## config.mk

```make
export PLATFORM = sky130hd
export DESIGN_NAME = regfile_wb_ctrl_flat
export DESIGN_NICKNAME = d
export VERILOG_FILES = /design/src/rtl/rv_pkg.sv /design/src/rtl/regfile_wb_ctrl_if.sv /design/src/rtl/rr_arb2.sv /design/src/rtl/regfile_wb_ctrl.sv /design/src/flat_wrapper.sv
export SDC_FILE = /design/constraint.sdc
export NUM_CORES = 1
export LEC_CHECK = 0
export BUFFER_PORTS_ARGS = -buffer_cell sky130_fd_sc_hd__buf_4
export CAP_MARGIN = 20
export CORE_MARGIN = 3
export CORE_UTILIZATION = 40
export DETAILED_ROUTE_END_ITERATION = 8
export PLACE_DENSITY = 0.66
export RECOVER_POWER = 25
export SLEW_MARGIN = 25
export SYNTH_ARGS = -nofsm -noshare
export SYNTH_HDL_FRONTEND = slang
export SYNTH_SLANG_ARGS = --single-unit
```

## constraint.sdc

```tcl
create_clock -name clk -period 2.75 [get_ports clk]
set_input_delay 0.55 -clock clk [delete_from_list [all_inputs] [get_ports clk]]
set_output_delay 0.55 -clock clk [all_outputs]
set_load 0.02 [all_outputs]
```

## src/rtl/rv_pkg.sv

```systemverilog
// Shared types and sizes for the write-back path.
package rv_pkg;

    localparam int unsigned XLEN = 32;
    localparam int unsigned NREG = 32;
    localparam int unsigned AW   = 5;

    typedef logic [AW-1:0]   reg_idx_t;
    typedef logic [XLEN-1:0] word_t;

    // Identity of the most recent write-back winner.
    typedef enum logic {
        WB_ALU = 1'b0,
        WB_LSU = 1'b1
    } wb_src_e;

    // Bit positions of each requester in the arbiter request/grant vectors.
    localparam int unsigned ARB_ALU = 0;
    localparam int unsigned ARB_LSU = 1;

    // The requester that is not s; the round-robin winner after s was served.
    function automatic wb_src_e wb_other(input wb_src_e s);
        return (s == WB_ALU) ? WB_LSU : WB_ALU;
    endfunction

endpackage

```

## src/rtl/regfile_wb_ctrl_if.sv

```systemverilog
// Producer, issue-stage and register-file signals of the write-back controller.
interface regfile_wb_ctrl_if #(
    parameter int unsigned XLEN = rv_pkg::XLEN,
    parameter int unsigned AW   = rv_pkg::AW
) ();

    logic            alu_valid;
    logic [AW-1:0]   alu_rd;
    logic [XLEN-1:0] alu_data;
    logic            alu_ready;

    logic            lsu_valid;
    logic [AW-1:0]   lsu_rd;
    logic [XLEN-1:0] lsu_data;
    logic            lsu_ready;

    logic            issue_valid;
    logic [AW-1:0]   issue_rd;
    logic            issue_ready;

    logic [AW-1:0]   rs1;
    logic [AW-1:0]   rs2;
    logic            rs1_busy;
    logic            rs2_busy;

    logic            reg_write;
    logic [AW-1:0]   rd;
    logic [XLEN-1:0] rslt_data;

    // Producer / issue side of the controller.
    modport master (
        output alu_valid, alu_rd, alu_data,
        output lsu_valid, lsu_rd, lsu_data,
        output issue_valid, issue_rd, rs1, rs2,
        input  alu_ready, lsu_ready, issue_ready, rs1_busy, rs2_busy,
        input  reg_write, rd, rslt_data
    );

    // The controller itself.
    modport slave (
        input  alu_valid, alu_rd, alu_data,
        input  lsu_valid, lsu_rd, lsu_data,
        input  issue_valid, issue_rd, rs1, rs2,
        output alu_ready, lsu_ready, issue_ready, rs1_busy, rs2_busy,
        output reg_write, rd, rslt_data
    );

endinterface

```

## src/rtl/rr_arb2.sv

```systemverilog
// Two-way round-robin arbiter; one-hot grant, remembers the last winner.
module rr_arb2 (
    input  logic       clk,
    input  logic       rst_n,
    input  logic [1:0] req,
    output logic [1:0] gnt
);

    import rv_pkg::*;

    wb_src_e last_q;
    wb_src_e last_d;
    wb_src_e winner;

    // Last-winner register; LSU after reset so the ALU takes the first conflict.
    always_ff @(posedge clk) begin
        if (!rst_n) begin
            last_q <= WB_LSU;
        end else begin
            last_q <= last_d;
        end
    end

    // Grant selection and last-winner update; no grant at all while in reset.
    always_comb begin
        gnt    = 2'b00;
        last_d = last_q;
        winner = wb_other(last_q);
        if (rst_n) begin
            if (req[ARB_ALU] && req[ARB_LSU]) begin
                gnt[ARB_ALU] = (winner == WB_ALU);
                gnt[ARB_LSU] = (winner == WB_LSU);
            end else begin
                gnt = req;
            end
            if (gnt[ARB_ALU]) begin
                last_d = WB_ALU;
            end else if (gnt[ARB_LSU]) begin
                last_d = WB_LSU;
            end
        end
    end

endmodule

```

## src/rtl/regfile_wb_ctrl.sv

```systemverilog
// Register-file write-back controller: arbitrates ALU/LSU onto the single
// write port and tracks pending destinations for hazard detection.
module regfile_wb_ctrl #(
    parameter int unsigned XLEN = rv_pkg::XLEN,
    parameter int unsigned NREG = rv_pkg::NREG,
    parameter int unsigned AW   = rv_pkg::AW
) (
    input  logic              clk,
    input  logic              rst_n,
    regfile_wb_ctrl_if.slave  bus
);

    import rv_pkg::*;

    localparam logic [AW-1:0] X0 = AW'(0);

    logic [1:0]      req;
    logic [1:0]      gnt;
    logic            any_gnt;
    logic [AW-1:0]   g_rd;
    logic [XLEN-1:0] g_data;

    logic            reg_write_q;
    logic [AW-1:0]   rd_q;
    logic [XLEN-1:0] rslt_data_q;

    logic [NREG-1:0] busy_q;
    logic [NREG-1:0] busy_d;
    logic            issue_ok;
    logic            issue_set;

    assign req[ARB_ALU] = bus.alu_valid;
    assign req[ARB_LSU] = bus.lsu_valid;

    rr_arb2 u_arb (
        .clk   (clk),
        .rst_n (rst_n),
        .req   (req),
        .gnt   (gnt)
    );

    assign bus.alu_ready = gnt[ARB_ALU];
    assign bus.lsu_ready = gnt[ARB_LSU];
    assign any_gnt       = |gnt;

    // Payload of the granted requester.
    always_comb begin
        g_rd   = bus.alu_rd;
        g_data = bus.alu_data;
        if (gnt[ARB_LSU]) begin
            g_rd   = bus.lsu_rd;
            g_data = bus.lsu_data;
        end
    end

    // Registered write port; x0 grants are consumed but never enable a write.
    always_ff @(posedge clk) begin
        if (!rst_n) begin
            reg_write_q <= 1'b0;
            rd_q        <= X0;
            rslt_data_q <= XLEN'(0);
        end else if (any_gnt) begin
            reg_write_q <= (g_rd != X0);
            rd_q        <= g_rd;
            rslt_data_q <= g_data;
        end else begin
            reg_write_q <= 1'b0;
        end
    end

    assign bus.reg_write = reg_write_q;
    assign bus.rd        = rd_q;
    assign bus.rslt_data = rslt_data_q;

    // Dispatch is blocked only by a pending write to the same non-zero register.
    assign issue_ok        = (bus.issue_rd == X0) || !busy_q[bus.issue_rd];
    assign bus.issue_ready = rst_n && issue_ok;
    assign issue_set       = bus.issue_valid && bus.issue_ready && (bus.issue_rd != X0);

    // Scoreboard update: clear on write-back, then set on issue so a same-edge
    // re-issue keeps the register pending.
    always_comb begin
        busy_d = busy_q;
        if (reg_write_q) begin
            busy_d[rd_q] = 1'b0;
        end
        if (issue_set) begin
            busy_d[bus.issue_rd] = 1'b1;
        end
        busy_d[0] = 1'b0;
    end

    // Scoreboard register; reset discards every pending entry.
    always_ff @(posedge clk) begin
        if (!rst_n) begin
            busy_q <= '0;
        end else begin
            busy_q <= busy_d;
        end
    end

    assign bus.rs1_busy = busy_q[bus.rs1];
    assign bus.rs2_busy = busy_q[bus.rs2];

endmodule

```

## src/flat_wrapper.sv

```systemverilog
// flat-port wrapper written by rule: the top's interface ports become plain ports
module regfile_wb_ctrl_flat import rv_pkg::*;
#(
    parameter int unsigned XLEN = rv_pkg::XLEN,
    parameter int unsigned NREG = rv_pkg::NREG,
    parameter int unsigned AW   = rv_pkg::AW
)
  (clk, rst_n, bus_alu_valid, bus_alu_rd, bus_alu_data, bus_lsu_valid, bus_lsu_rd, bus_lsu_data, bus_issue_valid, bus_issue_rd, bus_rs1, bus_rs2, bus_alu_ready, bus_lsu_ready, bus_issue_ready, bus_rs1_busy, bus_rs2_busy, bus_reg_write, bus_rd, bus_rslt_data);
  regfile_wb_ctrl_if #(.XLEN(XLEN), .AW(AW)) bus_i ();
  input  logic clk;
  input  logic rst_n;
  input wire logic [$bits(bus_i.alu_valid)-1:0] bus_alu_valid;
  input wire logic [$bits(bus_i.alu_rd)-1:0] bus_alu_rd;
  input wire logic [$bits(bus_i.alu_data)-1:0] bus_alu_data;
  input wire logic [$bits(bus_i.lsu_valid)-1:0] bus_lsu_valid;
  input wire logic [$bits(bus_i.lsu_rd)-1:0] bus_lsu_rd;
  input wire logic [$bits(bus_i.lsu_data)-1:0] bus_lsu_data;
  input wire logic [$bits(bus_i.issue_valid)-1:0] bus_issue_valid;
  input wire logic [$bits(bus_i.issue_rd)-1:0] bus_issue_rd;
  input wire logic [$bits(bus_i.rs1)-1:0] bus_rs1;
  input wire logic [$bits(bus_i.rs2)-1:0] bus_rs2;
  output wire logic [$bits(bus_i.alu_ready)-1:0] bus_alu_ready;
  output wire logic [$bits(bus_i.lsu_ready)-1:0] bus_lsu_ready;
  output wire logic [$bits(bus_i.issue_ready)-1:0] bus_issue_ready;
  output wire logic [$bits(bus_i.rs1_busy)-1:0] bus_rs1_busy;
  output wire logic [$bits(bus_i.rs2_busy)-1:0] bus_rs2_busy;
  output wire logic [$bits(bus_i.reg_write)-1:0] bus_reg_write;
  output wire logic [$bits(bus_i.rd)-1:0] bus_rd;
  output wire logic [$bits(bus_i.rslt_data)-1:0] bus_rslt_data;
  assign bus_i.alu_valid = bus_alu_valid;
  assign bus_i.alu_rd = bus_alu_rd;
  assign bus_i.alu_data = bus_alu_data;
  assign bus_i.lsu_valid = bus_lsu_valid;
  assign bus_i.lsu_rd = bus_lsu_rd;
  assign bus_i.lsu_data = bus_lsu_data;
  assign bus_i.issue_valid = bus_issue_valid;
  assign bus_i.issue_rd = bus_issue_rd;
  assign bus_i.rs1 = bus_rs1;
  assign bus_i.rs2 = bus_rs2;
  assign bus_alu_ready = bus_i.alu_ready;
  assign bus_lsu_ready = bus_i.lsu_ready;
  assign bus_issue_ready = bus_i.issue_ready;
  assign bus_rs1_busy = bus_i.rs1_busy;
  assign bus_rs2_busy = bus_i.rs2_busy;
  assign bus_reg_write = bus_i.reg_write;
  assign bus_rd = bus_i.rd;
  assign bus_rslt_data = bus_i.rslt_data;
  regfile_wb_ctrl #(.XLEN(XLEN), .NREG(NREG), .AW(AW)) u_core (.clk(clk), .rst_n(rst_n), .bus(bus_i));
endmodule
```

==> flow_summary.yaml <==
status:
  outcome: "finished, final reports clean"
drt:
  final_antenna_net_count: 0
  routed_wl_mm: 12.13
  drt-initial-drc-count: 172
  remaining_drc_errors: 0
  wl_met1_mm: 4.916
  vias: 3850
  wl_met3_mm: 1.224
  firstDrtPassIters: 4
  wl_met2_mm: 5.656
  wl_per_cell_um: 17.92
  drt-vias-per-instance: 5.687
  top_layer: "met4"
timing:
  hold_viol_final: 0
  rsz0062_at_grt: "no"
  skew_ps: 10.09
  tns_ps: 0
  post-route-period-util_pct: 97.49
  max_freq_ghz: 0.3730
  setup_ws_ps: 68.96
  fin_crit_ps: 2681
  slew_violations: 0
  hold_slack_ps: 433.2
  worstMarginPinSlew_ps: 795.5
  setup_viol: 0
  relSlewSlack_pct: 46.96
worst_setup_path:
  critPathLaunchType: "input pin"
  end_kind: "output port"
  cp.arrival_ps: 2130
  reg2reg_slack_ps: 940
  required_ps: 2200
  r2r-start: "u_core.u_arb.last_q"
  criticalPathCategory: "in -> out"
  crit_fanout: 6
  timing.rr.end: "u_core.bus.rd[4]"
  crit_start: "bus_issue_rd[0]"
  r2r.worst_path.cells: 4
floorplan:
  dieArea_sq_um: 11050
  dieHeight_um: 105.1
  std_cell_rows: 35
  core_sq_um: 9415
  start_util_pct: 41.74
  die_x_um: 105.1
  ios: 137
synth:
  synth_nets: 512
  synth_area_per_cell_sq_um: 9.402
  synthCells: 418
  ys.warnings.count: 0
  seq_area_frac_synth_pct: 35.66
  syn_area_sq_um: 3930
  async_flop_share_pct: 0
  ys_ff_latch: 70
  synthFlopType: "dfxtp_1"
  synthDistinctLibCells: 39
  synth_edf_count: 0
grt:
  grt_pass1_wl_mm: 19.81
  first_global_vias: 3882
  grt_overflow: 0
  antenna_found_initial: 0
  grt_max_degree: 53
  grt_usage_pct: 22.26
clock_network:
  clock-sinks: 70
  cts.clk_slew.worst_paths_ps: 70
  ctsResizeCount: 0
  clk_latency_ps: 350
  post-cts-setup-buffers: 0
  cts_inserted_buffers: 9
  clock-root-buffer: "clkbuf_8"
  h-tree-depth: 3
  tritoncts: "built"
  clockBufferDepth: 2
  cts_hold_buf: 0
finish:
  final_common_cell: "buf_4"
  final_cell_mix: "buf_4 (122), dfxtp_1 (70), mux2i_1 (50), nor2_1 (50), a211oi_1 (38)"
  area_growth_pct: 32.03
  fill_cells: 888
  num_antenna_cells: 0
  final_cell_count_no_fill: 677
  drive_gt1_share_pct: 29.74
  layout.nets: 638
  finish.utilization_pct: 55.11
place:
  io_buffers: 136
  dpl.cell_count: 662
  post-place-ws_ps: 67.51
  dpl.hpwl_mm: 9.580
  routabilityCongestion: 0.9591
power:
  power.density_nw_per_um2: 488.8
  p_leak_nw: 2.234
  vdd_drop_max_mv: 0.2232
job:
  maxCapViolCount: 0
hold_path:
  hold_start: "rst_n"
  holdCritPathClass: "in -> reg"
  min_path_cells: 2
  min_to: "u_core.u_arb.last_q"
-- cells in the mapped netlist, types with 2 or more instances --
| library cell | n | area [sq um] |
|---|---|---|
| nand2_1 | 27 | 101.4 |
| nor2b_1 | 5 | 31.28 |
| a22oi_1 | 2 | 15.01 |
| nor2_1 | 50 | 187.7 |
| nor4_1 | 2 | 12.51 |
| and3b_1 | 3 | 26.28 |
| a21oi_1 | 3 | 15.01 |
| buf_6 | 2 | 22.52 |
| buf_2 | 8 | 40.04 |
| mux4_1 | 2 | 52.55 |
| o21ai_0 | 16 | 80.08 |
| or4_1 | 2 | 15.01 |
| nand3b_1 | 5 | 37.54 |
| nor3b_1 | 6 | 45.04 |
| mux2i_1 | 50 | 500.5 |
| mux2_2 | 2 | 22.52 |
| or2_2 | 3 | 18.77 |
| a311o_1 | 2 | 20.02 |
| o31ai_1 | 12 | 90.09 |
| dfxtp_1 | 70 | 1401 |
| or3b_2 | 2 | 17.52 |
| or3_1 | 3 | 18.77 |
| a211oi_1 | 38 | 285.3 |
| o22ai_1 | 2 | 12.51 |
| buf_1 | 4 | 15.01 |
| inv_1 | 4 | 15.01 |
| o211ai_1 | 32 | 240.2 |
| mux4_2 | 16 | 360.4 |
| nand2b_1 | 5 | 31.28 |
| nand3_1 | 12 | 60.06 |
| clkbuf_1 | 20 | 75.07 |
-- worst max path at each step --
stage                                  to  slack [ps]  cells past startpoint
after floorplan           bus_issue_ready         150                      4
after global placement    bus_issue_ready         130                      6
after detailed placement  bus_issue_ready          70                      6
after CTS                 bus_issue_ready          60                      6
after global routing      bus_issue_ready          10                      6
final                     bus_issue_ready          70                      6
-- power by group --
| part | leakage [nW] | total (mW) | switching [mW] | internal, mW |
|---|---|---|---|---|
| Clock | 0.115 | 0.939 | 0.386 | 0.552 |
| Sequential | 0.572 | 1.11 | 0.0437 | 1.07 |
| Combinational | 1.55 | 0.487 | 0.261 | 0.226 |
| Total | 2.23 | 2.54 | 0.691 | 1.84 |
-- final cells by class --
| type | count | area, sq um | area share, % |
|---|---|---|---|
| multi-input cells | 310 | 2372 | 45.72 |
| flip-flops and latches | 70 | 1401 | 27.01 |
| repair buffers | 149 | 1017 | 19.60 |
| well taps | 129 | 161.4 | 3.111 |
| clock buffers | 11 | 151.4 | 2.918 |
| clock inverters | 4 | 70.07 | 1.350 |
| inverters | 4 | 15.01 | 0.2894 |
-- per-stage QoR --
| step | cell area (sq um) | total power, mW |
|---|---|---|
| 6_report | 5189 | 2.536 |
| 5_1_grt | 5189 | 2.632 |
| 4_1_cts | 5290 | 2.581 |
| 3_5_place_dp | 5069 | 1.648 |
| 3_3_place_gp | 5069 | 1.639 |
| 2_1_floorplan | 3936 | 1.400 |
-- cells by family (layout without fill, tap and decap cells) --
family	Yosys count	in the layout	share of synthesized area [%]
AOI/OAI and AO/OA	112	112	20.47
muxes	70	70	23.81
and+or+nand+nor	128	128	15.79
DFF	70	70	35.66
buffers and inverters	38	168	4.266
-- per-layer routing --
metal / up-vias / GRT usage (%)
met5: - / 0
met4: 0 / 9.372
met3: 24 / 7.412
met2: 185 / 35.93
met1: 1791 / 27.12
li1: 1850 / -
-- registers in the layout, summed over array words and instances (netlist names) --
signal	cells
u_core.bus.rd	5
u_core.u_arb.last_q	1
u_core.busy_q	31
u_core.bus.reg_write	1
u_core.bus.rslt_data	32
-- critical path, stage by stage --
cell and delay (ps):
buf_4 130, mux4_1 570, a22oi_2 200, o41ai_1 140, nor4_2 340, buf_4 190
No activity file was read; power rests on OpenSTA's default activity.
